===== config.mk =====
export PLATFORM = sky130hd
export DESIGN_NAME = acc_sequencer
export DESIGN_NICKNAME = d
export VERILOG_FILES = /design/src/rtl/acc_sequencer.sv
export SDC_FILE = /design/constraint.sdc
export NUM_CORES = 1
export LEC_CHECK = 0
export ABC_CLOCK_PERIOD_IN_PS = 3100
export CAP_MARGIN = 15
export CORE_MARGIN = 10
export CORE_UTILIZATION = 34
export DETAILED_ROUTE_END_ITERATION = 8
export PLACE_DENSITY = 0.6
export SYNTH_ARGS = -nofsm -noshare
export SYNTH_HDL_FRONTEND = slang
export SYNTH_SLANG_ARGS = --single-unit

===== constraint.sdc =====
create_clock -name clk -period 3.1 [get_ports clk]
set_input_delay 0.62 -clock clk [delete_from_list [all_inputs] [get_ports clk]]
set_output_delay 0.62 -clock clk [all_outputs]
set_load 0.01 [all_outputs]

===== src/rtl/acc_sequencer.sv =====
// Program sequencer for the accumulator/ALU block: fetches 8-bit instructions from a
// synchronous-read ROM, issues one-cycle accumulator strobes and resolves carry jumps.
module acc_sequencer #(
   parameter int ADDR_W = 8
) (
   input  logic              clk,
   input  logic              rst_n,
   output logic [ADDR_W-1:0] prog_addr,
   input  logic [7:0]        prog_data,
   input  logic [7:0]        ext_in,
   input  logic              carry_in,
   input  logic              start,
   output logic [2:0]        operation_code,
   output logic              aku_enable,
   output logic [7:0]        in_b,
   output logic              carry_flag,
   output logic              halted
);

   typedef enum logic [2:0] {
      S_FETCH, S_DECODE, S_OPER, S_EXEC, S_HALT
   } state_t;

   localparam logic [1:0] K_IMM = 2'b00;
   localparam logic [1:0] K_REG = 2'b01;
   localparam logic [1:0] K_JMP = 2'b10;
   localparam logic [1:0] K_CTL = 2'b11;

   state_t            state_q, state_d;
   logic [ADDR_W-1:0] pc_q, pc_d;
   logic [7:0]        ir_q, ir_d;
   logic [7:0]        opnd_q, opnd_d;
   logic              carry_q, carry_d;
   logic              jmp_taken;

   always_ff @(posedge clk or negedge rst_n) begin
      if (!rst_n) begin
         state_q <= S_FETCH;
         pc_q    <= '0;
         ir_q    <= '0;
         opnd_q  <= '0;
         carry_q <= 1'b0;
      end else begin
         state_q <= state_d;
         pc_q    <= pc_d;
         ir_q    <= ir_d;
         opnd_q  <= opnd_d;
         carry_q <= carry_d;
      end
   end

   // Jumps only consult the carry captured by the latest EXEC; they never write it.
   assign jmp_taken = !ir_q[0] || carry_q;

   always_comb begin
      state_d = state_q;
      pc_d    = pc_q;
      ir_d    = ir_q;
      opnd_d  = opnd_q;
      carry_d = carry_q;
      case (state_q)
         S_FETCH: begin
            pc_d    = pc_q + ADDR_W'(1);
            state_d = S_DECODE;
         end
         S_DECODE: begin
            ir_d = prog_data;
            case (prog_data[4:3])
               K_IMM, K_JMP: begin
                  pc_d    = pc_q + ADDR_W'(1);
                  state_d = S_OPER;
               end
               K_REG:   state_d = S_EXEC;
               K_CTL:   state_d = prog_data[0] ? S_HALT : S_FETCH;
               default: state_d = S_FETCH;
            endcase
         end
         S_OPER: begin
            opnd_d = prog_data;
            if (ir_q[4:3] == K_JMP) begin
               if (jmp_taken) pc_d = ADDR_W'(prog_data);
               state_d = S_FETCH;
            end else begin
               state_d = S_EXEC;
            end
         end
         S_EXEC: begin
            carry_d = carry_in;
            state_d = S_FETCH;
         end
         S_HALT: begin
            if (start) begin
               pc_d    = '0;
               carry_d = 1'b0;
               state_d = S_FETCH;
            end
         end
         default: state_d = S_FETCH;
      endcase
   end

   // Strobe is decoded from state so an async reset drops it without a clock edge.
   always_comb begin
      prog_addr      = pc_q;
      operation_code = ir_q[7:5];
      aku_enable     = (state_q == S_EXEC);
      halted         = (state_q == S_HALT);
      carry_flag     = carry_q;
      in_b           = (ir_q[4:3] == K_IMM) ? opnd_q : ext_in;
   end

endmodule


Yosys cells after proc, flatten, opt, wreduce, memory -nomap -nowiden:

Index checks and enable logic that the tools add are counted.

* register bits after elaboration: 28
* latch bits: 0
* RAM bits: 0
* ROM bits: 0
* input port bits: 20
* output and inout port bits: 22
* logic and storage cells: 41
* memories: 0

* add/subtract/negate cells: 1
* multipliers: 0
* divide/modulo/power cells: 0
* $lt $le $gt $ge: 0
* equality and inequality tests: 12
* shifts and indexed selects: 0
* mux-type cells: 13
* bitwise gates (word level): 0
* reduce and logical (&&, ||, !) cells: 10

Operators with widths (number)
* 8-bit 2-to-1 mux: 5
* 8-bit one-hot mux with 4 select lines: 1
* 3-bit one-hot mux with 4 select lines: 1
* 3-bit one-hot mux with 3 select lines: 1
* 8-bit by 1-bit adder with 8-bit output, second input constant: 1
* 2-bit != test, second input constant: 4
* 2-bit == test, second input constant: 3
* 3-bit by 2-bit == test with 1-bit output, second input constant: 2
* 3-bit 2-to-1 mux: 2
* 5-bit AND reduction: 1
* 2-bit zero test: 2
* 4-bit nonzero test: 1
* 3-bit by 1-bit == test with 1-bit output, second input constant: 1
* 3-bit == test, second input constant: 1
* 3-bit zero test: 1
* 2-bit by 1-bit == test with 1-bit output, second input constant: 1
* 2-bit 2-to-1 mux: 1
* 1-bit one-hot mux with 2 select lines: 1
* 2-bit AND reduction: 1
* 2-bit nonzero test: 1
* 2-bit OR reduction: 1
* 1-bit zero test: 1
* 1-bit logical OR: 1
* 1-bit 2-to-1 mux: 1

Longest topological paths before layout:

* depth in word-level cells: 5
* gate-level depth with buffers: 6
* gate-level depth less buffers: 5

Worst setup path before layout:

No wires, ideal clock.

* path kind: register -> output
* from: register ir_q[4]
* to: output port in_b[0]
* data arrival time: 1185 ps
* data required time: 2480 ps
* setup slack: 1295 ps
* stages on the path, launching flop included: 3
* path buffers: 0
* cells stage by stage: dfrtp_1 nor2_1 mux2_2

* word-level cells in the longest chain between the ends: 2

Ends and longest elaborated chain
* from (decl): RTL line 31 `logic [7:0] ir_q, ir_d;`
* from (signal assigned): RTL line 46 `ir_q <= ir_d;`
* 2-bit zero test: RTL line 109 `in_b = (ir_q[4:3] == K_IMM) ? opnd_q : ext_in;`
* 8-bit 2-to-1 mux: RTL line 109
* to (decl): RTL line 15 `output logic [7:0] in_b,`

Every way passes these cells.

Final worst setup path:

* from: register ir_q[4]
* to: output port in_b[7]

The elaborated chain is that of the path after synthesis.

==> flow_summary_export.csv <==
group,metric,value,unit
clock_network,cts_sinks,26,
sta,max_freq,364,MHz
floorplan,die_y,85.5,um
cells_and_area,stdcell_area,0.00194,mm^2
global_route,grt_max_degree,27,
logic_synthesis,syn-num-nets,158,
logic_synthesis,yosysSeqAreaShare,44.7,%
clock_network,clockBufferDepth,2,
logic_synthesis,syn_area,0.00146,mm^2
route,routed_via_density,5.14,
floorplan,initial_core_util,35.6,%
min_path,hold_path_class,"register to register",
clock_network,postCtsSetupRepairBufs,0,
clock_network,cts-htree-levels,1,
logic_synthesis,async_flop_share,100,%
clock_network,cts_resized,0,
logic_synthesis,ys_ff_latch,26,
setup_path,worstSetupPathType,"register to primary output",
sta,final-setup-viol-count,0,
setup_path,worstSetupStartpointType,"register",
power_and_ir_drop,powerDensity,1040,mW/mm^2
logic_synthesis,syn_inst,137,
cells_and_area,synthToLayoutAreaGrowth,33.1,%
cells_and_area,antennaDiodeCount,0,
route,finalWirelength,3.76,mm
cells_and_area,drive_above_1_share,13.2,%
route,wl_per_cell,16.8,um
run_status,outcome,"completed",
floorplan,die_width,85.5,um
clock_network,cts_buffers,3,
setup_path,arrival,2.13,ns
floorplan,io_pins,42,
placement,io_buffers,41,
sta,max_slew_margin,42.6,%
run,cap_violations,0,
sta,tightest_slew,0.857,ns
cells_and_area,fin_nets,196,
cells_and_area,fin_cells,224,
sta,holdWs,0.496,ns
power_and_ir_drop,ir_drop,0.371,mV
logic_synthesis,yosys.area.top_type,"dfrtp_1",
placement,place_congestion,0.820,
sta,min_period_over_period,88.6,%
global_route,antenna_found_initial,0,
floorplan,dieArea,0.00730,mm^2
clock_network,cts_tree,"built",
global_route,grt_pass1_vias,1239,
setup_path,endpoint_kind,"primary output",
logic_synthesis,synth_edf_count,0,
floorplan,std_cell_rows,23,
sta,grt_setup_unrepaired,"no",
clock_network,clk-insertion-delay-late,0.27,ns
route,vias,1151,
sta,finalMaxSlewViolations,0,
sta,fin_crit,2.75,ns
logic_synthesis,synthTopCellsByArea,"dfrtp_1 45%, mux2_2 7.0%, o21ai_0 4.8%",
clock_network,cts-root-buf,"clkbuf_8",
power_and_ir_drop,p_total,0.00202,W
global_route,track_usage,10.4,%
clock_network,hold_buffers,0,
floorplan,fp.coreArea,0.00409,mm^2
placement,post-place-cells,220,
sta,fin_tns_setup,0,ns
sta,hold_viol_final,0,
route,first_iter_violations,107,
logic_synthesis,synth_flop_cell,"dfrtp_1",
logic_synthesis,synth.avg_cell_area,10.6,um^2
global_route,grt_overflow,0,
setup_path,required,2.48,ns
route,remaining_drc_errors,0,
global_route,grt_pass1_wl,6.31,mm
logic_synthesis,synth_top_area_share,44.7,%
sta,skew,0.00506,ns
route,drtAntennaViolNets,0,
logic_synthesis,synth_cell_types,36,
clock_network,clkTransAtPathRegs,0.09,ns
route,drt_pre_antenna_iters,4,
placement,hpwl,2.89,mm
power_and_ir_drop,p_leak,0.801,nW
setup_path,critPathMaxFanout,8,
placement,placed_area,0.00187,mm^2
logic_synthesis,yosysWarnings,0,
[worst max-delay path: stages, from the launching register on]
cell and delay (ns):
dfrtp_1 0.41, nor2_1 0.55, mux2_2 0.41, clkdlybuf4s50_1 0.49
[where the power goes]
group	switching, W	leakage [nW]	internal, W
clock	0.000109	0.0357	0.000173
sequential	0.000172	0.316	0.000507
combinational	0.000483	0.448	0.000578
total	0.000765	0.801	0.00126
[kinds of logic after synthesis]
| logic type | share of synthesized area [%] |
|---|---|
| buffers and inverters | 8.08 |
| XOR/XNOR | 1.12 |
| AO/OA/AOI/OAI | 19.8 |
| AND/OR/NAND/NOR | 11.8 |
| flip-flops | 44.7 |
| multiplexers | 13.7 |
| adder cells (fa/ha/maj) | 0.859 |
[cell type report]
cell class / count / area (um^2)
Clock inverter: 1 / 30.0
Tap cell: 50 / 62.6
Timing Repair Buffer: 42 / 418
Inverter: 12 / 47.5
Sequential cell: 26 / 651
Fill cell: 382 / 2150
Multi-Input combinational cell: 90 / 688
Clock buffer: 3 / 41.3
[path summary, 6_finish.rpt]
kind                            startpoint      endpoint  slack, ns  depth (start not counted)
worst max-delay path               ir_q[4]       in_b[7]       0.35                          3
worst min register to register     ir_q[7]       ir_q[7]       0.50                          1
worst max register to register  state_q[2]  prog_addr[2]       1.01                          4
min in group asynchronous            rst_n       ir_q[7]       0.70                          2
max in group asynchronous            rst_n  prog_addr[5]       2.13                          2
worst min-delay path               ir_q[7]       ir_q[7]       0.50                          1
[state kept, by name, summed over array words and instances (netlist names)]
signal,count
carry_flag,1
state_q,3
ir_q,6
prog_addr,8
opnd_q,8
[layer usage]
metal	vias to the layer above	wire length [um]	track usage, %
li1	565	-	-
met1	554	1650	12.4
met2	26	1850	17.0
met3	6	178	2.87
met4	0	86	4.94
met5	-	0	0
[synthesized netlist by cell type, types with 2 or more instances]
| cell | instances |
|---|---|
| a22o_1 | 7 |
| mux2_2 | 9 |
| inv_1 | 11 |
| o31ai_1 | 2 |
| nand3_1 | 3 |
| dfrtp_1 | 26 |
| o41ai_1 | 2 |
| buf_4 | 5 |
| nand2_1 | 13 |
| mux2_1 | 6 |
| nand4_1 | 2 |
| o211ai_1 | 2 |
| o21ai_0 | 14 |
| buf_2 | 2 |
| nor2_1 | 6 |
| mux2_4 | 2 |
| a21oi_1 | 2 |
| o221ai_1 | 4 |
| buf_6 | 2 |
[cells in the final DEF, fill, tap and decap left out, types with 3 or more instances in the layout]
cell / Yosys / routed
clkdlybuf4s50_1: 0 / 41
o21ai_0: 14 / 14
nand2_1: 13 / 13
nor2_1: 6 / 6
dfrtp_1: 26 / 26
mux2_1: 6 / 6
inv_1: 11 / 11
clkbuf_8: 0 / 3
mux2_2: 9 / 9
a22o_1: 7 / 7
nand3_1: 3 / 3
o221ai_1: 4 / 4
[per-stage QoR]
step | worst slack, ns | util [%]
6_report | 0.354 | 47.4
5_1_grt | 0.223 | 47.4
4_1_cts | 0.314 | 47.4
3_5_place_dp | 0.638 | 45.7
3_3_place_gp | 0.675 | 45.7
2_1_floorplan | 1.30 | -
(Power assumes the default switching activity.)
==> RTL change: new RTL, same settings <==
Re-encode `state_t` (5 states) as one-hot, 5 bits wide.
--- a/src/rtl/acc_sequencer.sv
+++ b/src/rtl/acc_sequencer.sv
@@ -17,8 +17,8 @@
    output logic              halted
 );
 
-   typedef enum logic [2:0] {
-      S_FETCH, S_DECODE, S_OPER, S_EXEC, S_HALT
+   typedef enum logic [4:0] {
+      S_FETCH = 5'b00001, S_DECODE = 5'b00010, S_OPER = 5'b00100, S_EXEC = 5'b01000, S_HALT = 5'b10000
    } state_t;
 
    localparam logic [1:0] K_IMM = 2'b00;
Formal check against the unedited RTL: same outputs for any inputs over 10 cycles, from zero or initial values and one cycle with rst_n low; not proved beyond that.
==> RTL change against the unedited design <==
  * Routed wire length rose by 8.5%
  * Sequential cell count rose by 2
  * Die area rose by 5.3%
  * Final area rose by 5.1%
  * Worst setup slack improved by 16 ps
  * Non-clock buffer count rose by 1
  * Area after synthesis rose by 7.0%
  * Fmax rose by 0.57%
  * Power fell by 4.2%
  * Final cell count rose by 11%
==> RTL change: results (changes against the unedited design) <==
largest net degree at the start of global routing=29 (was 27); inverters=4 (was 12); DRT iter0 DRCs=83 (was 107); NumNets Final=218 (was 196); highest clock rate=366 MHz (was 364 MHz); comb_multi_in=117 (was 90); proportion of layout cells with a drive suffix above 1=16.3% (was 13.2%); buffering overhead=20.9% (was 21.6%); status=complete, no violations (unchanged); Max-Slew Margin vs Limit=55.4% (was 42.6%); Non-clk bufs=43 (was 42); R2R setup slack=1050 ps (was 1010 ps); Peak VDD IR=0.433 mV (was 0.371 mV); vias in the first global route=1394 (was 1239); worst hold endpoint=opnd_q[6]$_DFFE_PN0N_ (was ir_q[7]$_DFFE_PN0P_); post_cts resized=0 (unchanged); largest cells by area after synthesis=dfrtp_1, mux2_2, nand2_1 (was dfrtp_1, mux2_2, o21ai_0); leakage power figure=0.833 nW (was 0.801 nW); max incr delay on CP=530 ps (was 550 ps); register area=702 um2 (was 651 um2); Inst Count DP=244 (was 220); Flop pwr share=36.3% (was 33.6%); DR vias=1310 (was 1151); global-route wire length before repair=6.87 mm (was 6.31 mm); combinational share of power=48.7% (was 52.5%); Final clock-cell share=3.50% (was 3.68%); gpl congestion=0.892 (was 0.820); Cells after Synth=159 (was 137); M3 GR Usage=3.90% (was 2.87%); GRT met2 Usage=17.0% (about the same); reg-to-reg endpoint=prog_addr[0]$_DFFE_PN0P_ (was prog_addr[2]$_DFFE_PN0P_); HPWL after DPL=3.11 mm (was 2.89 mm); total nets after synthesis=180 (was 158); Switching Fraction=36.7% (was 37.8%); hold path start=opnd_q[6]$_DFFE_PN0N_ (was ir_q[7]$_DFFE_PN0P_); critical path's slowest cell=nor2_1 (unchanged); post-synthesis sequential area ratio=45.1% (was 44.7%); met1 Track Usage GR=14.2% (was 12.4%); multi-input combinational area share=37.1% (was 35.5%); fill cell count=411 (was 382); Yosys cell types=39 (was 36); pre-CTS setup slack=673 ps (was 638 ps); WL/cell=16.4 um (was 16.8 um); Cells on Worst Hold Path=2 (was 1); Worst EP arrival=2110 ps (was 2130 ps); first-pass detailed-route iteration total=4 (unchanged); number of synthesized register bits=28 (was 26); R2R depth=5 (was 4); clock skew=8.55 ps (was 5.06 ps)
## RTL change: changes by cell type in the layout (fill, tap and decap cells not counted), moves of 3 or more
cell / change
mux2_1: -6
o21ai_0: -4
mux2_2: +6
and3_1: +3
nand2_1: +13
nor3_1: +3
nor2b_1: +4
o31ai_1: +4
nor2_1: +4
a22o_1: -7
a21oi_1: +4
inv_1: -8
o221ai_1: -4
## RTL change: logic make-up after synthesis
family	synth area share, %
compound gates	13.5
xor+xnor	1.12
fa+ha+maj	0.803
buf+inv	6.43
flops	45.1
mux	11.8
simple gates	21.3
## RTL change: through the flow
stage	hold slack, ps	area (um2)
2_1_floorplan	324	1560
3_3_place_gp	460	1970
3_5_place_dp	462	1970
4_1_cts	488	2040
5_1_grt	525	2040
6_report	483	2040
## RTL change: metal layers
layer / wire [um] / part of all wire (%) / vias to the layer above
li1: - / - / 630
met1: 1870 / 46 / 623
met2: 1860 / 46 / 55
met3: 325 / 8.0 / 2
met4: 22 / 0.54 / 0
met5: 0 / 0 / -
